===== config.mk =====
export PLATFORM = sky130hd
export DESIGN_NAME = fwd_hazard_ctrl
export DESIGN_NICKNAME = d
export VERILOG_FILES = /design/src/rtl/hazard_pkg.sv /design/src/rtl/fwd_sel_unit.sv /design/src/rtl/fwd_hazard_ctrl.sv
export SDC_FILE = /design/constraint.sdc
export NUM_CORES = 1
export LEC_CHECK = 0
export BUFFER_PORTS_ARGS = -buffer_cell sky130_fd_sc_hd__buf_2
export CORE_UTILIZATION = 35
export DETAILED_ROUTE_END_ITERATION = 16
export GPL_TIMING_DRIVEN = 0
export PLACE_DENSITY = 0.63
export SYNTH_ARGS = -nofsm -noshare
export SYNTH_HDL_FRONTEND = slang
export SYNTH_HIERARCHICAL = 1
export SYNTH_SLANG_ARGS = --single-unit

===== constraint.sdc =====
create_clock -name clk -period 6.5 [get_ports clk]
set_clock_uncertainty 0.2 [all_clocks]
set_input_delay 0.325 -clock clk [delete_from_list [all_inputs] [get_ports clk]]
set_output_delay 0.325 -clock clk [all_outputs]
set_load 0.02 [all_outputs]

===== src/rtl/hazard_pkg.sv =====
// Shared definitions for the pipeline hazard controller: forwarding select codes,
// the per-stage register tag, and the "tag writes register r" helper.
package hazard_pkg;

  localparam int REG_ADDR_W = 5;

  typedef logic [1:0] fwd_sel_t;
  localparam fwd_sel_t FWD_RF  = 2'b00;
  localparam fwd_sel_t FWD_MEM = 2'b10;
  localparam fwd_sel_t FWD_WB  = 2'b01;

  typedef struct packed {
    logic                  valid;
    logic [REG_ADDR_W-1:0] rs1;
    logic [REG_ADDR_W-1:0] rs2;
    logic                  uses_rs1;
    logic                  uses_rs2;
    logic [REG_ADDR_W-1:0] rd;
    logic                  reg_write;
    logic                  mem_read;
  } stage_tag_t;

  localparam stage_tag_t TAG_BUBBLE = {$bits(stage_tag_t){1'b0}};

  // x0 is hardwired to zero, so a write to it never produces a value worth forwarding
  function automatic logic tag_writes(input stage_tag_t tag, input logic [REG_ADDR_W-1:0] r);
    return tag.valid & tag.reg_write & (tag.rd == r) & (r != {REG_ADDR_W{1'b0}});
  endfunction

endpackage


===== src/rtl/fwd_sel_unit.sv =====
// Forwarding select for one EX operand. The MEM producer is younger than the WB
// producer, so it wins when both write the same source.
module fwd_sel_unit
  import hazard_pkg::*;
(
  input  logic [REG_ADDR_W-1:0] src_i,
  input  logic                  use_i,
  input  stage_tag_t            mem_tag_i,
  input  stage_tag_t            wb_tag_i,
  output fwd_sel_t              sel_o
);

  // Priority pick of the youngest producer of the source register
  always_comb begin
    sel_o = FWD_RF;
    if (!use_i) begin
      sel_o = FWD_RF;
    end else if (tag_writes(mem_tag_i, src_i)) begin
      sel_o = FWD_MEM;
    end else if (tag_writes(wb_tag_i, src_i)) begin
      sel_o = FWD_WB;
    end else begin
      sel_o = FWD_RF;
    end
  end

endmodule


===== src/rtl/fwd_hazard_ctrl.sv =====
// Central hazard controller for the 5-stage RV32I pipeline: tracks EX/MEM/WB register
// tags, drives the EX forwarding selects, load-use stall, branch flushes and event counters.
module fwd_hazard_ctrl #(
  parameter int REG_ADDR_W = 5,
  parameter int CNT_W      = 32
) (
  input  logic                  clk,
  input  logic                  rst_n,
  input  logic                  id_valid,
  input  logic [REG_ADDR_W-1:0] id_rs1,
  input  logic [REG_ADDR_W-1:0] id_rs2,
  input  logic                  id_uses_rs1,
  input  logic                  id_uses_rs2,
  input  logic [REG_ADDR_W-1:0] id_rd,
  input  logic                  id_reg_write,
  input  logic                  id_mem_read,
  input  logic                  ex_branch_taken,
  output logic [1:0]            fwd_a_sel,
  output logic [1:0]            fwd_b_sel,
  output logic                  stall,
  output logic                  flush_if_id,
  output logic                  flush_id_ex,
  output logic [CNT_W-1:0]      stall_cnt,
  output logic [CNT_W-1:0]      flush_cnt
);

  import hazard_pkg::*;

  localparam logic [CNT_W-1:0] CNT_MAX = {CNT_W{1'b1}};
  localparam logic [CNT_W-1:0] CNT_ONE = {{(CNT_W-1){1'b0}}, 1'b1};

  stage_tag_t       ex_q, mem_q, wb_q, ex_d;
  logic             load_use_s;
  logic [CNT_W-1:0] stall_cnt_q, stall_cnt_d;
  logic [CNT_W-1:0] flush_cnt_q, flush_cnt_d;

  fwd_sel_unit u_fwd_a (
    .src_i     (ex_q.rs1),
    .use_i     (ex_q.valid & ex_q.uses_rs1),
    .mem_tag_i (mem_q),
    .wb_tag_i  (wb_q),
    .sel_o     (fwd_a_sel)
  );

  fwd_sel_unit u_fwd_b (
    .src_i     (ex_q.rs2),
    .use_i     (ex_q.valid & ex_q.uses_rs2),
    .mem_tag_i (mem_q),
    .wb_tag_i  (wb_q),
    .sel_o     (fwd_b_sel)
  );

  // A load in EX cannot be forwarded yet; hold its dependent in ID for one cycle
  always_comb begin
    load_use_s = 1'b0;
    if (id_valid && ex_q.mem_read) begin
      load_use_s = (id_uses_rs1 & tag_writes(ex_q, id_rs1)) |
                   (id_uses_rs2 & tag_writes(ex_q, id_rs2));
    end else begin
      load_use_s = 1'b0;
    end
  end

  assign stall       = load_use_s & ~ex_branch_taken;
  assign flush_if_id = ex_branch_taken;
  assign flush_id_ex = ex_branch_taken;
  assign stall_cnt   = stall_cnt_q;
  assign flush_cnt   = flush_cnt_q;

  // Next EX tag: the ID instruction, or a bubble when it is held back or squashed
  always_comb begin
    ex_d = TAG_BUBBLE;
    if (stall || flush_id_ex) begin
      ex_d = TAG_BUBBLE;
    end else begin
      ex_d = '{valid:     id_valid,
               rs1:       id_rs1,
               rs2:       id_rs2,
               uses_rs1:  id_uses_rs1,
               uses_rs2:  id_uses_rs2,
               rd:        id_rd,
               reg_write: id_reg_write,
               mem_read:  id_mem_read};
    end
  end

  // Saturating event counters
  always_comb begin
    stall_cnt_d = stall_cnt_q;
    flush_cnt_d = flush_cnt_q;
    if (stall && (stall_cnt_q != CNT_MAX)) begin
      stall_cnt_d = stall_cnt_q + CNT_ONE;
    end else begin
      stall_cnt_d = stall_cnt_q;
    end
    if (ex_branch_taken && (flush_cnt_q != CNT_MAX)) begin
      flush_cnt_d = flush_cnt_q + CNT_ONE;
    end else begin
      flush_cnt_d = flush_cnt_q;
    end
  end

  // Stage tag pipeline and counter state
  always_ff @(posedge clk or negedge rst_n) begin
    if (!rst_n) begin
      ex_q        <= TAG_BUBBLE;
      mem_q       <= TAG_BUBBLE;
      wb_q        <= TAG_BUBBLE;
      stall_cnt_q <= {CNT_W{1'b0}};
      flush_cnt_q <= {CNT_W{1'b0}};
    end else begin
      ex_q        <= ex_d;
      mem_q       <= ex_q;
      wb_q        <= mem_q;
      stall_cnt_q <= stall_cnt_d;
      flush_cnt_q <= flush_cnt_d;
    end
  end

endmodule


==> qor.yml, run 1 <==
placed_design:
  dpl_cell_area_um2: 5350
  dpl_worst_slack_ps: 3930
  port_buffers: 93
  gp_congestion: 0.822
  hpwl_um: 7900
setup_path:
  cp-start-kind: "flop"
  path_max_fanout: 10
  arrival_ps: 2610
  required_ps: 6520
  critPathCaptureType: "flop"
  crit_type: "reg2reg"
finish:
  syn_to_final_growth_pct: 22.7
  nFillCells: 1238
  multi_input_area_um2: 2100
  drive_gt1_share_pct: 26.6
  fin_area_um2: 5690
  n_antenna_cell: 0
  seq_area_um2: 2450
  nets: 551
routing:
  drc: 0
  post_drt_via_cell_ratio: 4.92
  via_count: 3457
  drt_iter0_drc: 163
  wl_um: 10800
  ant_nets: 0
  wl_per_cell_um: 15.3
  dr.pass1.iters: 4
timing:
  period_share_pct: 39.8
  drv_slew: 0
  period_needed_ps: 2590
  setup_viol: 0
  hold_ws_ps: 14.1
  grt_setup_unrepaired: "no"
  tightest_slew_ps: 646
  timing.fmax_ghz: 0.387
  hold_viol_final: 0
  fin_setup_tns_ps: 0
  fin_ws_ps: 3910
  relSlewSlack_pct: 56.9
clock_network:
  clk_latency_ps: 350
  clock_path_buffers: 2
  cts_tree: "done"
  numClockSinks: 98
  clkSlewWorstSetupHoldPaths_ps: 70
  cts_root_buf: "clkbuf_16"
  cts_buffers: 9
  ctsResizeCount: 0
  cts_htree_levels: 3
pwr:
  p_clk_share_pct: 37.1
  p_int_uw: 976
  p_comb_share_pct: 11.6
  seqPwrFrac_pct: 51.3
  switching_share_pct: 27.2
  finalPower_uw: 1340
  switchingPower_uw: 365
  leakage_uw: 0.00271
  ir_drop_mv: 0.161
  power_density_nw_per_um2: 236
logic_synthesis:
  syn_area_um2: 4640
  syn-num-nets: 439
  avgSynthCellArea_um2: 11.2
  syn_inst: 414
  synth-warning-count: 6
die:
  die_w_um: 117
  io_pins: 94
  start_util_pct: 36.3
  core-area_um2: 12800
  rows: 41
  design.die.area_um2: 13700
  die_y_um: 117
global_routing:
  grt_overflow_total: 0
  grt_pass1_vias: 3233
  grt_first_pass_wirelength_um: 16800
  antenna_found_initial: 0
  grt_max_degree: 53
  gr-usage-all-layers_pct: 16.3
run:
  cap_violations: 0
hold_path:
  hold_path.class: "in2reg"
status:
  status: "complete, no violations"
flip-flops by register name, indices dropped and copies added (netlist names):
name	cells
ex_q	20
flush_cnt	32
mem_q	7
stall_cnt	32
wb_q	7
final timing paths:
kind                         startpoint             to  slack [ps]  depth (start not counted)
setup reg to reg           stall_cnt[0]  stall_cnt[20]        3910                          9
max in group asynchronous         rst_n        ex_q[9]        5090                          3
min in group asynchronous         rst_n  stall_cnt[26]         340                          2
hold reg to reg                 ex_q[1]       mem_q[1]         190                          0
setup / recovery           stall_cnt[0]  stall_cnt[20]        3910                          9
hold / removal                id_rs2[4]       ex_q[13]          10                          2
layout by cell type, fill, tap and decap left out, types with 3 or more instances in the layout:
master         count
dfrtp_1           98
nor3_1            26
nor4_2            12
nor2_1            11
nand4_1           27
inv_1              5
clkinv_2           3
xor2_1            37
buf_4              6
nand3_1           29
buf_2             95
dlygate4sd3_1      7
and2_1            28
o21ai_0            4
nor4_1             3
nor3_2             3
clkbuf_16          9
clkbuf_1           5
and4_1             4
xnor2_1           52
nand2_1           31
and3_1            10
stage by stage:
step / std cells / util [%]
after floorplan: 414 / -
after global placement: 679 / 41.6
after detailed placement: 680 / 41.9
after CTS: 703 / 44.5
after global routing: 703 / 44.5
final: 703 / 44.5
repair_timing:
action | CTS | global route
hold buffers | 7 | 0
setup buffers | 0 | 0
endpoints found under the hold margin | 52 | 0
layer usage:
metal	vias up	track usage [%]	part of all wire, %
met5	-	0	0
met4	0	8.27	2.5
met3	18	3.81	4.1
met2	82	24.3	47
met1	1685	22.2	47
li1	1672	-	-
critical path, cell delays in order (launching register included):
cell	delay [ps]
dfrtp_1	400
ha_1	200
nand3_1	130
nor4_1	420
nand3_2	230
nor3_2	170
buf_4	250
buf_4	210
nor3_1	80
xor2_1	170
power groups by stage:
stage          sequential (µW)  combinational (µW)  clock [µW]
2_1_floorplan              721                61.9           0
4_1_cts                    689                 158         510
5_1_grt                    695                 170         535
6_report                   688                 156         498
3_5_place_dp               700                 155           0
3_3_place_gp               697                 149           0
final cells by class:
cell class,instances,share of cell area [%]
Buffer,12,1.19
Clock buffer,11,4.27
Clock inverter,5,0.528
Inverter,5,0.330
Multi-Input combinational cell,299,36.9
Sequential cell,98,43.1
Tap cell,172,3.78
Timing Repair Buffer,101,9.94
No activity file was read; power rests on OpenSTA's default activity.
==> run 2, diff against run 1 <==
==> constraint.sdc (replaced) <==
create_clock -name clk -period 2.55 [get_ports clk]
set_clock_uncertainty 0.2 [all_clocks]
set_input_delay 0.1275 -clock clk [delete_from_list [all_inputs] [get_ports clk]]
set_output_delay 0.1275 -clock clk [all_outputs]
set_load 0.02 [all_outputs]
==> run 2 against run 1 <==
Compared with the run above: utilization increased by 1.5 points; die area unchanged; combinational power increased to 2.7 times the previous value; final cell count grew 2.1%; via count grew 1.2%; clock power rose to 2.6 times the previous value; critical path depth is the same; sequential share of layout area shrank 1.4 points; power rose to 2.6 times the previous value; routed wire length is 0.86% higher.
==> qor.yml, run 2 (same netlist as run 1, synthesis figures left out) <==
status:
  status: "complete, no violations"
setup_path:
  reg2reg_from: "flush_cnt[0]"
  rrSetupSlack_ps: 190
  arrival_ps: 2420
  path_max_fanout: 10
  critPathCaptureType: "flop"
  reg2reg_to: "flush_cnt[26]"
  cp-start-kind: "input pin"
  crit_type: "in2reg"
  required_ps: 2580
  r2r_cells: 7
routing:
  wl_um: 10900
  ant_nets: 0
  post_drt_via_cell_ratio: 4.87
  drc: 0
  drt_iter0_drc: 160
  wl_per_cell_um: 15.1
  via_count: 3500
  dr.pass1.iters: 4
clock_network:
  clock_path_buffers: 2
  clk_latency_ps: 350
  cts_root_buf: "clkbuf_16"
  cts_tree: "done"
  cts_buffers: 9
  cts_htree_levels: 3
  clkSlewWorstSetupHoldPaths_ps: 60
  numClockSinks: 98
global_routing:
  grt_pass1_vias: 3334
  grt_max_degree: 53
  grt_overflow_total: 0
  antenna_found_initial: 0
  grt_first_pass_wirelength_um: 17000
  gr-usage-all-layers_pct: 16.6
finish:
  nFillCells: 1212
  layoutNonFillerInstCount: 718
  nets: 566
  post-route-util_pct: 46.0
  drive_gt1_share_pct: 26.6
  n_antenna_cell: 0
  layout_common_cells: "dfrtp_1 (98), buf_2 (95), xnor2_1 (52)"
  final_common_cell: "dfrtp_1"
  syn_to_final_growth_pct: 26.8
die:
  rows: 41
  die_y_um: 117
  core-area_um2: 12800
  die_w_um: 117
  io_pins: 94
  start_util_pct: 36.3
  design.die.area_um2: 13700
placed_design:
  gp_congestion: 0.822
  port_buffers: 93
  dpl_worst_slack_ps: -21.3
  dp.cells: 680
  hpwl_um: 7900
timing:
  tightest_slew_ps: 648
  relSlewSlack_pct: 56.8
  period_share_pct: 93.8
  drv_slew: 0
  setup_viol: 0
  hold_viol_final: 0
  timing.fmax_ghz: 0.418
  fin_setup_tns_ps: 0
  grt_setup_unrepaired: "no"
  fin_ws_ps: 157
  period_needed_ps: 2390
pwr:
  p_clk_share_pct: 36.9
  p_comb_share_pct: 12.1
  seqPwrFrac_pct: 51.0
  power_density_nw_per_um2: 584
  switchingPower_uw: 932
  p_int_uw: 2500
  leakage_uw: 0.00281
  ir_drop_mv: 0.410
  switching_share_pct: 27.1
hold_path:
  hold_path.class: "in2async"
run:
  cap_violations: 0
run 2: cell count changes in the layout (fill, tap and decap cells not counted):
cell,previous run,this run
buf_6,0,1
dlygate4sd3_1,7,22
nor4_1,3,2
nor3_4,0,1
clkbuf_2,0,1
nor3_2,3,2
nand3_2,1,0
clkbuf_1,5,4
nor2_2,0,2
buf_4,6,5
nand3_4,0,1
nor2_1,11,9
nor4_4,1,2
run 2: worst max-delay path by stage:
stage,startpoint,endpoint,slack [ps]
finish,id_rs2[0],stall_cnt[1],160
global route,stall_cnt[0],stall_cnt[20],20
CTS,id_rs2[0],stall_cnt[20],40
detailed placement,stall_cnt[0],stall_cnt[20],-20
global placement,stall_cnt[0],stall_cnt[19],30
floorplan,stall_cnt[0],stall_cnt[19],270
run 2: power by group through the flow:
stage                     Clock (µW)  Sequential, µW  Combinational, µW
after global placement             0            1780                379
after floorplan                    0            1840                158
final                           1270            1750                416
after CTS                       1300            1760                421
after global routing            1360            1770                455
after detailed placement           0            1780                394
run 2: what timing repair did:
item	4_1_cts	5_1_grt
endpoints found under the hold margin	67	0
hold buffers	22	0
gates resized for setup	1	8
setup buffers	0	0
endpoints found under the setup margin	11	13
run 2: cell type report:
| cell class | instances | area (µm²) | share of cell area (%) |
|---|---|---|---|
| sequential | 98 | 2450 | 41.7 |
| inverter | 5 | 18.8 | 0.319 |
| tap | 172 | 215 | 3.66 |
| clock buffer | 11 | 243 | 4.13 |
| buffer | 12 | 72.6 | 1.23 |
| clock inverter | 5 | 30.0 | 0.511 |
| multi-input combinational | 299 | 2130 | 36.3 |
| timing repair buffer | 116 | 716 | 12.2 |
run 2: metrics by stage:
stage	power, µW	hold WS, ps	area, µm²
final	3440	139	5880
after global routing	3590	217	5880
after detailed placement	2180	-12.0	5350
after floorplan	1990	-368	4640
after global placement	2160	139	5320
after CTS	3480	160	5850
run 2: metal layers:
layer  wire, µm  vias up  track usage, %
met3        421       20            3.76
met2       5100       74            25.1
li1           -     1702               -
met4        276        0            8.27
met5          0        -               0
met1       5070     1704            22.3
run 2: critical path, cell delays in order:
cell and delay, ps:
dlygate4sd3_1 530, buf_2 150, nor4_1 310, nor3_1 100
o21a_1 190, a32oi_1 320, buf_4 300, nor2_2 90
mux2_1 310
